--- config.mk ---
export PLATFORM = sky130hd
export DESIGN_NAME = dma_burst_gen_flat
export DESIGN_NICKNAME = d
export VERILOG_FILES = /design/src/rtl/dma_utils_pkg.sv /design/src/rtl/dma_burst_gen_if.sv /design/src/rtl/dma_burst_calc.sv /design/src/rtl/dma_burst_gen.sv /design/src/flat_wrapper.sv
export SDC_FILE = /design/constraint.sdc
export NUM_CORES = 1
export LEC_CHECK = 0
export ABC_AREA = 0
export CORE_ASPECT_RATIO = 0.7
export CORE_UTILIZATION = 52
export CTS_CLUSTER_SIZE = 40
export DETAILED_ROUTE_END_ITERATION = 10
export PLACE_DENSITY_LB_ADDON = 0.2
export SYNTH_ARGS = -nofsm -noshare
export SYNTH_HDL_FRONTEND = slang
export SYNTH_SLANG_ARGS = --single-unit
--- constraint.sdc ---
create_clock -name clk -period 9.5 [get_ports clk]
set_input_delay 2.375 -clock clk [delete_from_list [all_inputs] [get_ports clk]]
set_output_delay 2.375 -clock clk [all_outputs]
set_load 0.01 [all_outputs]
--- src/rtl/dma_utils_pkg.sv ---
// Shared types and helpers for the DMA burst generator.
// Burst mode, FSM states and data-width helpers.
package dma_utils_pkg;

  typedef enum logic {
    MODE_INCR  = 1'b0,
    MODE_FIXED = 1'b1
  } dma_mode_t;

  typedef enum logic [1:0] {
    IDLE  = 2'd0,
    RUN   = 2'd1,
    DRAIN = 2'd2
  } dma_bg_st_t;

  localparam int unsigned PAGE_BYTES  = 4096;
  localparam int unsigned FIXED_BEATS = 16;

  function automatic int unsigned bpb_of(
    input int unsigned dw
  );
    return dw / 8;
  endfunction

  function automatic logic [2:0] size_of(
    input int unsigned dw
  );
    logic [2:0] s;
    s = '0;
    for (int i = 0; i < 8; i++) begin
      if ((dw / 8) == (32'd1 << i)) begin
        s = 3'(i);
      end
    end
    return s;
  endfunction

endpackage

--- src/rtl/dma_burst_gen_if.sv ---
// AXI AR/AW request channel plus completion strobe.
// Master drives the request, slave drives ready and cpl.
interface dma_burst_gen_if #(
  parameter int ADDR_WIDTH = 32,
  parameter int DATA_WIDTH = 64
);

  logic                    valid;
  logic                    ready;
  logic [ADDR_WIDTH-1:0]   addr;
  logic [7:0]              alen;
  logic [2:0]              size;
  logic                    mode;
  logic [DATA_WIDTH/8-1:0] strb;
  logic                    cpl;

  modport master (
    output valid, addr, alen, size, mode, strb,
    input  ready, cpl
  );

  modport slave (
    input  valid, addr, alen, size, mode, strb,
    output ready, cpl
  );

endinterface

--- src/rtl/dma_burst_calc.sv ---
// Sizes the next AXI request from the cursor:
// unaligned head, capped aligned burst, or tail.
module dma_burst_calc
  import dma_utils_pkg::*;
#(
  parameter int DATA_WIDTH     = 64,
  parameter int BYTES_WIDTH    = 32,
  parameter int MAX_BEAT_BURST = 256
) (
  input  logic [11:0]             addr_lo,
  input  logic [BYTES_WIDTH-1:0]  bytes,
  input  dma_mode_t               mode,
  input  logic [7:0]              maxb,
  output logic [7:0]              alen,
  output logic [DATA_WIDTH/8-1:0] strb,
  output logic [BYTES_WIDTH-1:0]  txn_bytes
);

  localparam int BPB  = int'(bpb_of(DATA_WIDTH));
  localparam int OFFW = $clog2(BPB);
  localparam int SW   = BPB;
  localparam int BW   = BYTES_WIDTH;

  logic [OFFW-1:0] off;
  logic [BW-1:0]   room;
  logic [BW-1:0]   n_head;
  logic [BW-1:0]   beats;
  logic [BW-1:0]   page;
  logic [SW:0]     mask;

  assign off = addr_lo[OFFW-1:0];

  // Pick head / burst / tail and clamp burst beats.
  always_comb begin
    alen      = '0;
    strb      = '0;
    txn_bytes = '0;
    n_head    = '0;
    beats     = '0;
    mask      = '0;
    room      = BW'(BPB) - BW'(off);
    page      = (BW'(PAGE_BYTES) - BW'(addr_lo)) >> OFFW;
    if (off != '0) begin
      n_head    = (bytes < room) ? bytes : room;
      mask      = ((SW+1)'(1) << n_head) - (SW+1)'(1);
      strb      = mask[SW-1:0] << off;
      txn_bytes = n_head;
    end else if (bytes >= BW'(BPB)) begin
      beats = bytes >> OFFW;
      if (beats > BW'(MAX_BEAT_BURST)) begin
        beats = BW'(MAX_BEAT_BURST);
      end
      if (beats > BW'(maxb) + BW'(1)) begin
        beats = BW'(maxb) + BW'(1);
      end
      if (mode == MODE_FIXED && beats > BW'(FIXED_BEATS)) begin
        beats = BW'(FIXED_BEATS);
      end
      if (beats > page) begin
        beats = page;
      end
      alen      = 8'(beats - BW'(1));
      strb      = '1;
      txn_bytes = beats << OFFW;
    end else if (bytes != '0) begin
      mask      = ((SW+1)'(1) << bytes) - (SW+1)'(1);
      strb      = mask[SW-1:0];
      txn_bytes = bytes;
    end
  end

endmodule

--- src/rtl/dma_burst_gen.sv ---
// DMA address-phase generator: splits a descriptor into
// AXI requests with outstanding limit and abort drain.
module dma_burst_gen
  import dma_utils_pkg::*;
#(
  parameter int ADDR_WIDTH     = 32,
  parameter int DATA_WIDTH     = 64,
  parameter int BYTES_WIDTH    = 32,
  parameter int MAX_BEAT_BURST = 256,
  parameter int OUTST_MAX      = 4
) (
  input  logic                   clk,
  input  logic                   rst,
  input  logic                   start_i,
  input  logic [ADDR_WIDTH-1:0]  start_addr_i,
  input  logic [BYTES_WIDTH-1:0] start_bytes_i,
  input  logic                   start_mode_i,
  input  logic [7:0]             maxb_i,
  input  logic                   abort_i,
  dma_burst_gen_if.master        req,
  output logic                   busy_o,
  output logic                   done_o,
  output logic                   aborted_o
);

  localparam int AW   = ADDR_WIDTH;
  localparam int BW   = BYTES_WIDTH;
  localparam int BPB  = int'(bpb_of(DATA_WIDTH));
  localparam int OFFW = $clog2(BPB);
  localparam int SW   = BPB;
  localparam int OW   = $clog2(OUTST_MAX + 1);
  localparam logic [2:0] SIZE = size_of(DATA_WIDTH);

  dma_bg_st_t state;
  dma_bg_st_t state_nx;

  logic [AW-1:0] cur_addr;
  logic [BW-1:0] cur_bytes;
  dma_mode_t     cur_mode;
  logic [OW-1:0] outst;
  logic          abort_q;

  logic          valid_r;
  logic [AW-1:0] addr_r;
  logic [7:0]    alen_r;
  logic [2:0]    size_r;
  dma_mode_t     mode_r;
  logic [SW-1:0] strb_r;
  logic          done_r;
  logic          aborted_r;

  logic [AW-1:0] c_addr;
  logic [BW-1:0] c_bytes;
  dma_mode_t     c_mode;
  logic [7:0]    c_alen;
  logic [SW-1:0] c_strb;
  logic [BW-1:0] c_txn;

  logic accept;
  logic start_go;
  logic abort_eff;
  logic gate;
  logic load;
  logic cpl_ok;

  assign accept    = valid_r && req.ready;
  assign start_go  = (state == IDLE) && start_i;
  assign abort_eff = (state == RUN) && (abort_i || abort_q);
  assign gate      = (outst + OW'(accept)) < OW'(OUTST_MAX);
  assign cpl_ok    = req.cpl && (outst != '0);

  // In IDLE the calculator sees the descriptor directly,
  // so the first request is registered on the start edge.
  assign c_addr  = (state == IDLE) ? start_addr_i : cur_addr;
  assign c_bytes = (state == IDLE) ? start_bytes_i : cur_bytes;
  assign c_mode  = (state == IDLE) ? dma_mode_t'(start_mode_i)
                                   : cur_mode;

  assign load = start_go ? (start_bytes_i != '0)
              : ((state == RUN) && !abort_eff &&
                 (cur_bytes != '0) && (!valid_r || accept) &&
                 gate);

  dma_burst_calc #(
    .DATA_WIDTH     (DATA_WIDTH),
    .BYTES_WIDTH    (BYTES_WIDTH),
    .MAX_BEAT_BURST (MAX_BEAT_BURST)
  ) u_calc (
    .addr_lo   (c_addr[11:0]),
    .bytes     (c_bytes),
    .mode      (c_mode),
    .maxb      (maxb_i),
    .alen      (c_alen),
    .strb      (c_strb),
    .txn_bytes (c_txn)
  );

  // State register.
  always_ff @(posedge clk) begin
    if (!rst) begin
      state <= IDLE;
    end else begin
      state <= state_nx;
    end
  end

  // Next-state: leave RUN once nothing more will issue.
  always_comb begin
    state_nx = state;
    unique case (state)
      IDLE: begin
        if (start_i) begin
          state_nx = (start_bytes_i == '0) ? DRAIN : RUN;
        end
      end
      RUN: begin
        if (accept && cur_bytes == '0) begin
          state_nx = DRAIN;
        end else if (abort_eff && (!valid_r || accept)) begin
          state_nx = DRAIN;
        end
      end
      DRAIN: begin
        if (outst == '0) begin
          state_nx = IDLE;
        end
      end
      default: state_nx = IDLE;
    endcase
  end

  // Cursor holds what is still left to present.
  always_ff @(posedge clk) begin
    if (!rst) begin
      cur_addr  <= '0;
      cur_bytes <= '0;
      cur_mode  <= MODE_INCR;
    end else begin
      if (start_go) begin
        cur_mode <= dma_mode_t'(start_mode_i);
      end
      if (load) begin
        cur_bytes <= c_bytes - c_txn;
        cur_addr  <= (c_mode == MODE_INCR)
                   ? c_addr + AW'(c_txn) : c_addr;
      end else if (start_go) begin
        cur_addr  <= start_addr_i;
        cur_bytes <= start_bytes_i;
      end
    end
  end

  // Request register: payload frozen until accepted.
  always_ff @(posedge clk) begin
    if (!rst) begin
      valid_r <= 1'b0;
      addr_r  <= '0;
      alen_r  <= '0;
      size_r  <= '0;
      mode_r  <= MODE_INCR;
      strb_r  <= '0;
    end else if (load) begin
      valid_r <= 1'b1;
      addr_r  <= {c_addr[AW-1:OFFW], {OFFW{1'b0}}};
      alen_r  <= c_alen;
      size_r  <= SIZE;
      mode_r  <= c_mode;
      strb_r  <= c_strb;
    end else if (accept) begin
      valid_r <= 1'b0;
    end
  end

  // Outstanding count: +1 accept, -1 credited completion.
  always_ff @(posedge clk) begin
    if (!rst) begin
      outst <= '0;
    end else begin
      unique case (1'b1)
        accept && !cpl_ok: outst <= outst + OW'(1);
        !accept && cpl_ok: outst <= outst - OW'(1);
        default:           outst <= outst;
      endcase
    end
  end

  // Latch abort seen while running until back in IDLE.
  always_ff @(posedge clk) begin
    if (!rst) begin
      abort_q <= 1'b0;
    end else if (state == IDLE) begin
      abort_q <= 1'b0;
    end else if (state == RUN && abort_i) begin
      abort_q <= 1'b1;
    end
  end

  // Completion pulse on the DRAIN to IDLE transition.
  always_ff @(posedge clk) begin
    if (!rst) begin
      done_r    <= 1'b0;
      aborted_r <= 1'b0;
    end else begin
      done_r    <= (state == DRAIN) && (outst == '0);
      aborted_r <= (state == DRAIN) && (outst == '0) && abort_q;
    end
  end

  assign req.valid = valid_r;
  assign req.addr  = addr_r;
  assign req.alen  = alen_r;
  assign req.size  = size_r;
  assign req.mode  = mode_r;
  assign req.strb  = strb_r;
  assign busy_o    = (state != IDLE);
  assign done_o    = done_r;
  assign aborted_o = aborted_r;

endmodule
--- src/flat_wrapper.sv ---
// flat-port wrapper written by rule: the top's interface ports become plain ports
module dma_burst_gen_flat import dma_utils_pkg::*;
#(
  parameter int ADDR_WIDTH     = 32,
  parameter int DATA_WIDTH     = 64,
  parameter int BYTES_WIDTH    = 32,
  parameter int MAX_BEAT_BURST = 256,
  parameter int OUTST_MAX      = 4
)
  (clk, rst, start_i, start_addr_i, start_bytes_i, start_mode_i, maxb_i, abort_i, busy_o, done_o, aborted_o, req_valid, req_addr, req_alen, req_size, req_mode, req_strb, req_ready, req_cpl);
  dma_burst_gen_if #(.ADDR_WIDTH(ADDR_WIDTH), .DATA_WIDTH(DATA_WIDTH)) req_i ();
  input  logic clk;
  input  logic rst;
  input  logic start_i;
  input  logic [ADDR_WIDTH-1:0] start_addr_i;
  input  logic [BYTES_WIDTH-1:0] start_bytes_i;
  input  logic start_mode_i;
  input  logic [7:0] maxb_i;
  input  logic abort_i;
  output logic busy_o;
  output logic done_o;
  output logic aborted_o;
  output wire logic [$bits(req_i.valid)-1:0] req_valid;
  output wire logic [$bits(req_i.addr)-1:0] req_addr;
  output wire logic [$bits(req_i.alen)-1:0] req_alen;
  output wire logic [$bits(req_i.size)-1:0] req_size;
  output wire logic [$bits(req_i.mode)-1:0] req_mode;
  output wire logic [$bits(req_i.strb)-1:0] req_strb;
  input wire logic [$bits(req_i.ready)-1:0] req_ready;
  input wire logic [$bits(req_i.cpl)-1:0] req_cpl;
  assign req_valid = req_i.valid;
  assign req_addr = req_i.addr;
  assign req_alen = req_i.alen;
  assign req_size = req_i.size;
  assign req_mode = req_i.mode;
  assign req_strb = req_i.strb;
  assign req_i.ready = req_ready;
  assign req_i.cpl = req_cpl;
  dma_burst_gen #(.ADDR_WIDTH(ADDR_WIDTH), .DATA_WIDTH(DATA_WIDTH), .BYTES_WIDTH(BYTES_WIDTH), .MAX_BEAT_BURST(MAX_BEAT_BURST), .OUTST_MAX(OUTST_MAX)) u_core (.clk(clk), .rst(rst), .start_i(start_i), .start_addr_i(start_addr_i), .start_bytes_i(start_bytes_i), .start_mode_i(start_mode_i), .maxb_i(maxb_i), .abort_i(abort_i), .req(req_i), .busy_o(busy_o), .done_o(done_o), .aborted_o(aborted_o));
endmodule
### Word-level counts from Yosys, hierarchy flattened

Cells that the tools add are included.

* register bits: 121
* output and inout port bits: 56

* add/subtract/negate cells: 11
* order comparisons: 7
* equal/unequal tests: 5
* shift operators: 3
* multiplexer cells: 39
* bitwise operators: 1
* reduce and logical (&&, ||, !) cells: 37

Operators with widths (count)
* two-way mux 32 bit: 19
* two-way mux 29 bit: 4
* nonzero test 32 bit: 3
* zero test 32 bit: 2
* left shift 1 x 32 -> 8 bit, first input constant: 2
* two-way mux 8 bit: 5
* adder 32 bit: 1
* >= comparator 32 x 4 -> 1 bit, second input constant: 1
* greater-than comparator 32 x 29 -> 1 bit: 1
* greater-than comparator 32 bit: 1
* greater-than comparator 32 x 5 -> 1 bit, second input constant: 1
* less-than comparator 32 bit: 1
* subtractor 32 bit: 1
* greater-than comparator 29 x 9 -> 1 bit, second input constant: 1
* logical AND 1 bit: 16
* subtractor 8 x 2 -> 8 bit, second input constant: 2
* subtractor 13 x 12 -> 14 bit, first input constant: 1
* two-way mux 2 bit: 5
* adder 8 x 1 -> 9 bit, second input constant: 1
* nonzero test 2 bit: 4
* left shift 8 x 3 -> 8 bit: 1
* subtractor 8 x 1 -> 8 bit, second input constant: 1
* case mux 2 bit (3 select lines): 1
* case mux 3 bit (2 select lines): 1
* 19 further kinds: 27

### Longest topological paths before layout

* word-level depth: 24
* mapped depth: 40

### Modules after synthesis

A second synthesis with hierarchy kept.

* cell total of the unflattened synthesis: 1593
* area, all modules: 12009.0 um^2

Modules (own cells, without submodules)
* dma_burst_gen: times used 1, cells each 1167, area each 9176.3 um^2, sequential area each 2422.3 um^2
* dma_burst_calc: times used 1, cells each 426, area each 2832.7 um^2, sequential area each 0.0 um^2

### Least setup slack after synthesis

Ideal clock, no wire load.

* kind: input to register
* start: input start_bytes_i[7]
* end: register u_core.cur_bytes[30]
* data arrival time: 9990 ps
* path slack: -620 ps
* stages: 35
* path buffers: 3
* cells stage by stage: or4_1 mux2_4 o41ai_4 o21ai_2 buf_6 nor2_1 ha_1 nor2b_1 o211ai_1 a21oi_1 o31ai_1 clkbuf_1 clkbuf_1 nor2_1 or3_1 ha_1 a211oi_1 a211oi_1 o21ai_1 inv_1 o2bb2ai_1 or2_1 nor2_1 inv_1 ha_1 o21a_1 o21ai_0 o31ai_1 o31a_1 o21ai_0 o21ai_0 a311o_1 a21oi_1 xor2_1 o21ai_0

* word-level cells in the longest chain between the ends: 22

RTL lines
* from (decl): RTL line flat_wrapper.sv:16 `input logic [BYTES_WIDTH-1:0] start_bytes_i;`
* two-way mux 32 bit: RTL line dma_burst_gen.sv:75 `assign c_bytes = (state == IDLE) ? start_bytes_i : cur_bytes;`
* greater-than comparator 29 x 9 -> 1 bit: RTL line dma_burst_calc.sv:50 `if (beats > BW'(MAX_BEAT_BURST)) begin`
* two-way mux 29 bit: RTL line dma_burst_calc.sv:50
* two-way mux 32 bit: RTL line dma_burst_calc.sv:48 `end else if (bytes >= BW'(BPB)) begin`
* two-way mux 32 bit: RTL line dma_burst_calc.sv:43 `if (off != '0) begin`
* greater-than comparator 32 bit: RTL line dma_burst_calc.sv:53 `if (beats > BW'(maxb) + BW'(1)) begin`
* two-way mux 32 bit: RTL line dma_burst_calc.sv:53
* two-way mux 32 bit: RTL line dma_burst_calc.sv:48
* (+6 left out)
* greater-than comparator 32 x 29 -> 1 bit: RTL line dma_burst_calc.sv:59 `if (beats > page) begin`
* two-way mux 29 bit: RTL line dma_burst_calc.sv:59
* two-way mux 29 bit: RTL line dma_burst_calc.sv:48
* two-way mux 29 bit: RTL line dma_burst_calc.sv:43
* two-way mux 32 bit: RTL line dma_burst_calc.sv:48
* two-way mux 32 bit: RTL line dma_burst_calc.sv:43
* subtractor 32 bit: RTL line dma_burst_gen.sv:143 `cur_bytes <= c_bytes - c_txn;`
* two-way mux 32 bit: RTL line dma_burst_gen.sv:142 `if (load) begin`
* to (signal assigned): RTL line dma_burst_gen.sv:143
* to (signal assigned): RTL line dma_burst_gen.sv:148 `cur_bytes <= start_bytes_i;`
* to (decl): RTL line dma_burst_gen.sv:38 `logic [BW-1:0] cur_bytes;`

Parallel ways exist; a longest one is shown, timed or not. The select of a mux whose other input is x is not followed.
A chain may end at the register's enable or synchronous reset.

### Worst setup path in the final report

* start: input start_bytes_i[4]
* end: register u_core.cur_bytes[31]

The elaborated chain is that of the path after synthesis.

==> reports/qor.log <==
[final_layout] Final Net Count 1,978
[detailed_routing] routed wire length 38,900 um
[power] static power due to leakage 6.67 nW
[timing] crit path setup slack, layout 0.175 ns
[final_layout] synthesis-to-layout area growth 34.8%
[synth] sequential share of the synthesized area 0.218
[synth] EDFF count, synth 0
[grt] number of global-route vias before repair 11,239
[synth] average footprint of a synthesized cell 7.40 um2
[run_status] status completed
[final_layout] number of filler cells placed in the layout 1,734
[clock_tree] clock buffer depth 2
[floorplan] die extent in y 124 um
[critical_path] crit path max fanout 8
[synth] Yosys warnings 0
[grt] Remaining Overflow, GRT 0
[placement] Cell Count Post-Placement 2,044
[detailed_routing] routed via count divided by cell count 6.04
[critical_path] cell repeated most along the worst path o21ai_2
[grt] largest net degree at the start of global routing 88
[timing] Setup Skew 0.0137 ns
[grt] first-pass GRT wire length 60,500 um
[synth] Top FF cell, synth dfxtp_1
[final_layout] Ant. Diodes 0
[clock_tree] CTS Root Cell clkbuf_16
[timing] Worst Hold Margin 0.452 ns
[timing] fmax 107 MHz
[critical_path] end point of the critical path u_core.cur_bytes[31]
[detailed_routing] routed length per instance 18.6 um
[timing] worst-margin pin slew 1.14 ns
[floorplan] total core area 20,800 um2
[power] PnR Total Power 2.68 mW
[critical_path] startpoint of the worst register-to-register path u_core.state[1]
[critical_path] Worst path max stage delay 0.47 ns
[final_layout] fraction of final layout cells sized beyond drive strength 1 0.188
[timing] Final Hold Violating Endpoints 0
[placement] number of port buffers 130
[grt] number of antenna violations at the first check in global routing 0
[placement] RD Place Congestion 0.994
[placement] DPL Wire Length 28,700 um
[critical_path] WP data required 9.83 ns
[clock_tree] TritonCTS buffer count 17
[critical_path] Worst path slowest cell nor4_1
[timing] tightest slew margin relative to the limit 0.242
[timing] final setup fails 0
[min_path] worst hold path class reg2reg
[critical_path] critical setup path kind in2reg
[detailed_routing] detailed router's first-iteration violation count 1,309
[synth] number of register bits inferred by synthesis 121
[power] Worst IR Drop VDD 0.157 mV
[grt] total global-route track usage 0.347
[placement] minimum setup slack after placement -0.770 ns
[power] cell area power density 179 nW/um2
[critical_path] cell depth of the worst flop-to-flop path 37
[critical_path] startpoint class of the critical path input pin
[final_layout] post-route non-filler standard cell count 2,094
[synth] number of unique standard cell types used by synthesis 93
[clock_tree] depth of the CTS H-tree 4
[critical_path] Crit. Startpoint start_bytes_i[4]
[floorplan] number of top-level pins 135
[clock_tree] clock latency of the later-clocked register in the worst-skew pair 0.44 ns
[timing] clock period minus final worst setup slack 9.33 ns
[synth] post-synth top area share 0.218
[timing] Setup TNS 0 ns
[floorplan] count of standard-cell rows 44
[critical_path] end of the worst register-to-register path u_core.cur_bytes[31]
[detailed_routing] number of design rule violations left after detail routing 0
[synth] main area contributors after synthesis dfxtp_1 22%, ha_1 10%, nand2_1 6.4%
[floorplan] area of the die 22,000 um2
[detailed_routing] antenna violation net count after detailed routing 0
[clock_tree] count of clock tree sinks 121
[timing] period utilisation layout 0.982
[run] Max Cap Violations 0
[synth] share of flip-flops with an asynchronous set or reset 0
[floorplan] initial cell density of the core 0.534
[detailed_routing] via count 12,655
[synth] gate count after technology mapping 1,502
[timing] Max Slew Vio Count 0
[clock_tree] Reg clk slew, reported paths 0.06 ns
[critical_path] endpoint kind of the worst setup timing path flip-flop
[clock_tree] clock tree from TritonCTS done
[synth] area leader, netlist dfxtp_1
[critical_path] data arrival time of the worst path 9.66 ns
[detailed_routing] number of iterations in the first detailed-routing pass 5
[synth] summed instance area of the synthesized netlist 11,100 um2
[critical_path] R2R setup slack 1.50 ns
[floorplan] horizontal die dimension 177 um
## registers in the layout (all words and copies together) (netlist names), 2 cells and up
register and flops:
u_core.outst 3, u_core.state 2, u_core.req.alen 8, u_core.cur_addr 32, u_core.cur_bytes 32, u_core.req.strb 8, u_core.req.addr 29
## repair_timing
action                     CTS  global route
cloned                       2             0
setup endpoints to repair   30            45
setup buffers                1            15
hold buffers                 0             0
gates resized for setup     17            86
pin swaps                    3            57
## layout make-up
cell class | count | area, um2 | area share
repair buffers | 323 | 2780 | 0.186
well taps | 276 | 345 | 0.0231
multi-input cells | 1268 | 8630 | 0.576
inverters | 74 | 278 | 0.0185
flip-flops and latches | 121 | 2420 | 0.162
clock inverters | 13 | 81.3 | 0.00543
clock buffers | 19 | 433 | 0.0289
## power breakdown
part	switching [mW]	leakage [nW]	internal [mW]	total [mW]
combinational	0.799	5.42	0.650	1.45
sequential	0.0583	0.998	0.586	0.644
clock	0.256	0.244	0.329	0.585
total	1.11	6.67	1.56	2.68
## cells in the final DEF, fill, tap and decap left out, types with 41 or more instances in the layout
cell type,n
dfxtp_1,121
nor2_1,165
clkdlybuf4s50_1,126
ha_1,83
nor3_1,43
a211oi_1,42
conb_1,41
xnor2_1,48
a21oi_1,82
nand3_1,44
buf_4,186
o21ai_0,54
inv_1,63
nand2_1,188
## worst min path at each step
stage | startpoint | to | slack (ns) | depth (start not counted)
finish | u_core.cur_addr[9] | u_core.cur_addr[9] | 0.45 | 2
floorplan | u_core.cur_addr[14] | u_core.cur_addr[14] | 0.42 | 2
global route | u_core.cur_addr[12] | u_core.cur_addr[12] | 0.47 | 2
global placement | u_core.cur_addr[14] | u_core.cur_addr[14] | 0.43 | 2
CTS | u_core.cur_addr[14] | u_core.cur_addr[14] | 0.45 | 2
detailed placement | u_core.cur_addr[14] | u_core.cur_addr[14] | 0.44 | 2
## cells by family after synthesis
logic type | after synthesis | share of synthesized area
xor+xnor | 72 | 0.0568
buf+inv | 153 | 0.0572
fa+ha+maj | 94 | 0.108
flops | 121 | 0.218
other cells | 2 | 0.000676
mux | 47 | 0.0462
compound gates | 442 | 0.272
simple gates | 571 | 0.241
## worst max-delay path, delay by kind of cell
kind	cells	cell delay, ns
AOI/OAI and AO/OA	18	3.59
xor gates and xnor gates	1	0.14
adders and majority gates	3	0.64
buffers and inverters	7	1.23
and+or+nand+nor	8	1.71
## per-layer routing
metal	global-route usage	wire, um	up-vias
met1	0.528	18500	5956
met5	0	0	-
met2	0.494	16100	604
li1	-	-	6050
met4	0.0720	544	0
met3	0.0733	3710	45
## per-stage QoR
step	utilization	area [um2]
CTS	0.698	14500
global route	0.720	15000
finish	0.720	15000
floorplan	-	11300
global placement	0.669	13900
detailed placement	0.669	13900
## synth_stat cells (all sizes together) (16+ instances only)
master,n
nor4,24
o211ai,39
a22oi,24
nor2b,18
xor2,24
clkbuf,59
nor2,174
xnor2,48
nand2,188
a22o,16
o21ai,77
a21oi,99
dfxtp,121
ha,91
nand3,44
buf,20
nor3,49
mux2i,42
inv,71
a21o,34
a211oi,46
(Power assumes the default switching activity.)
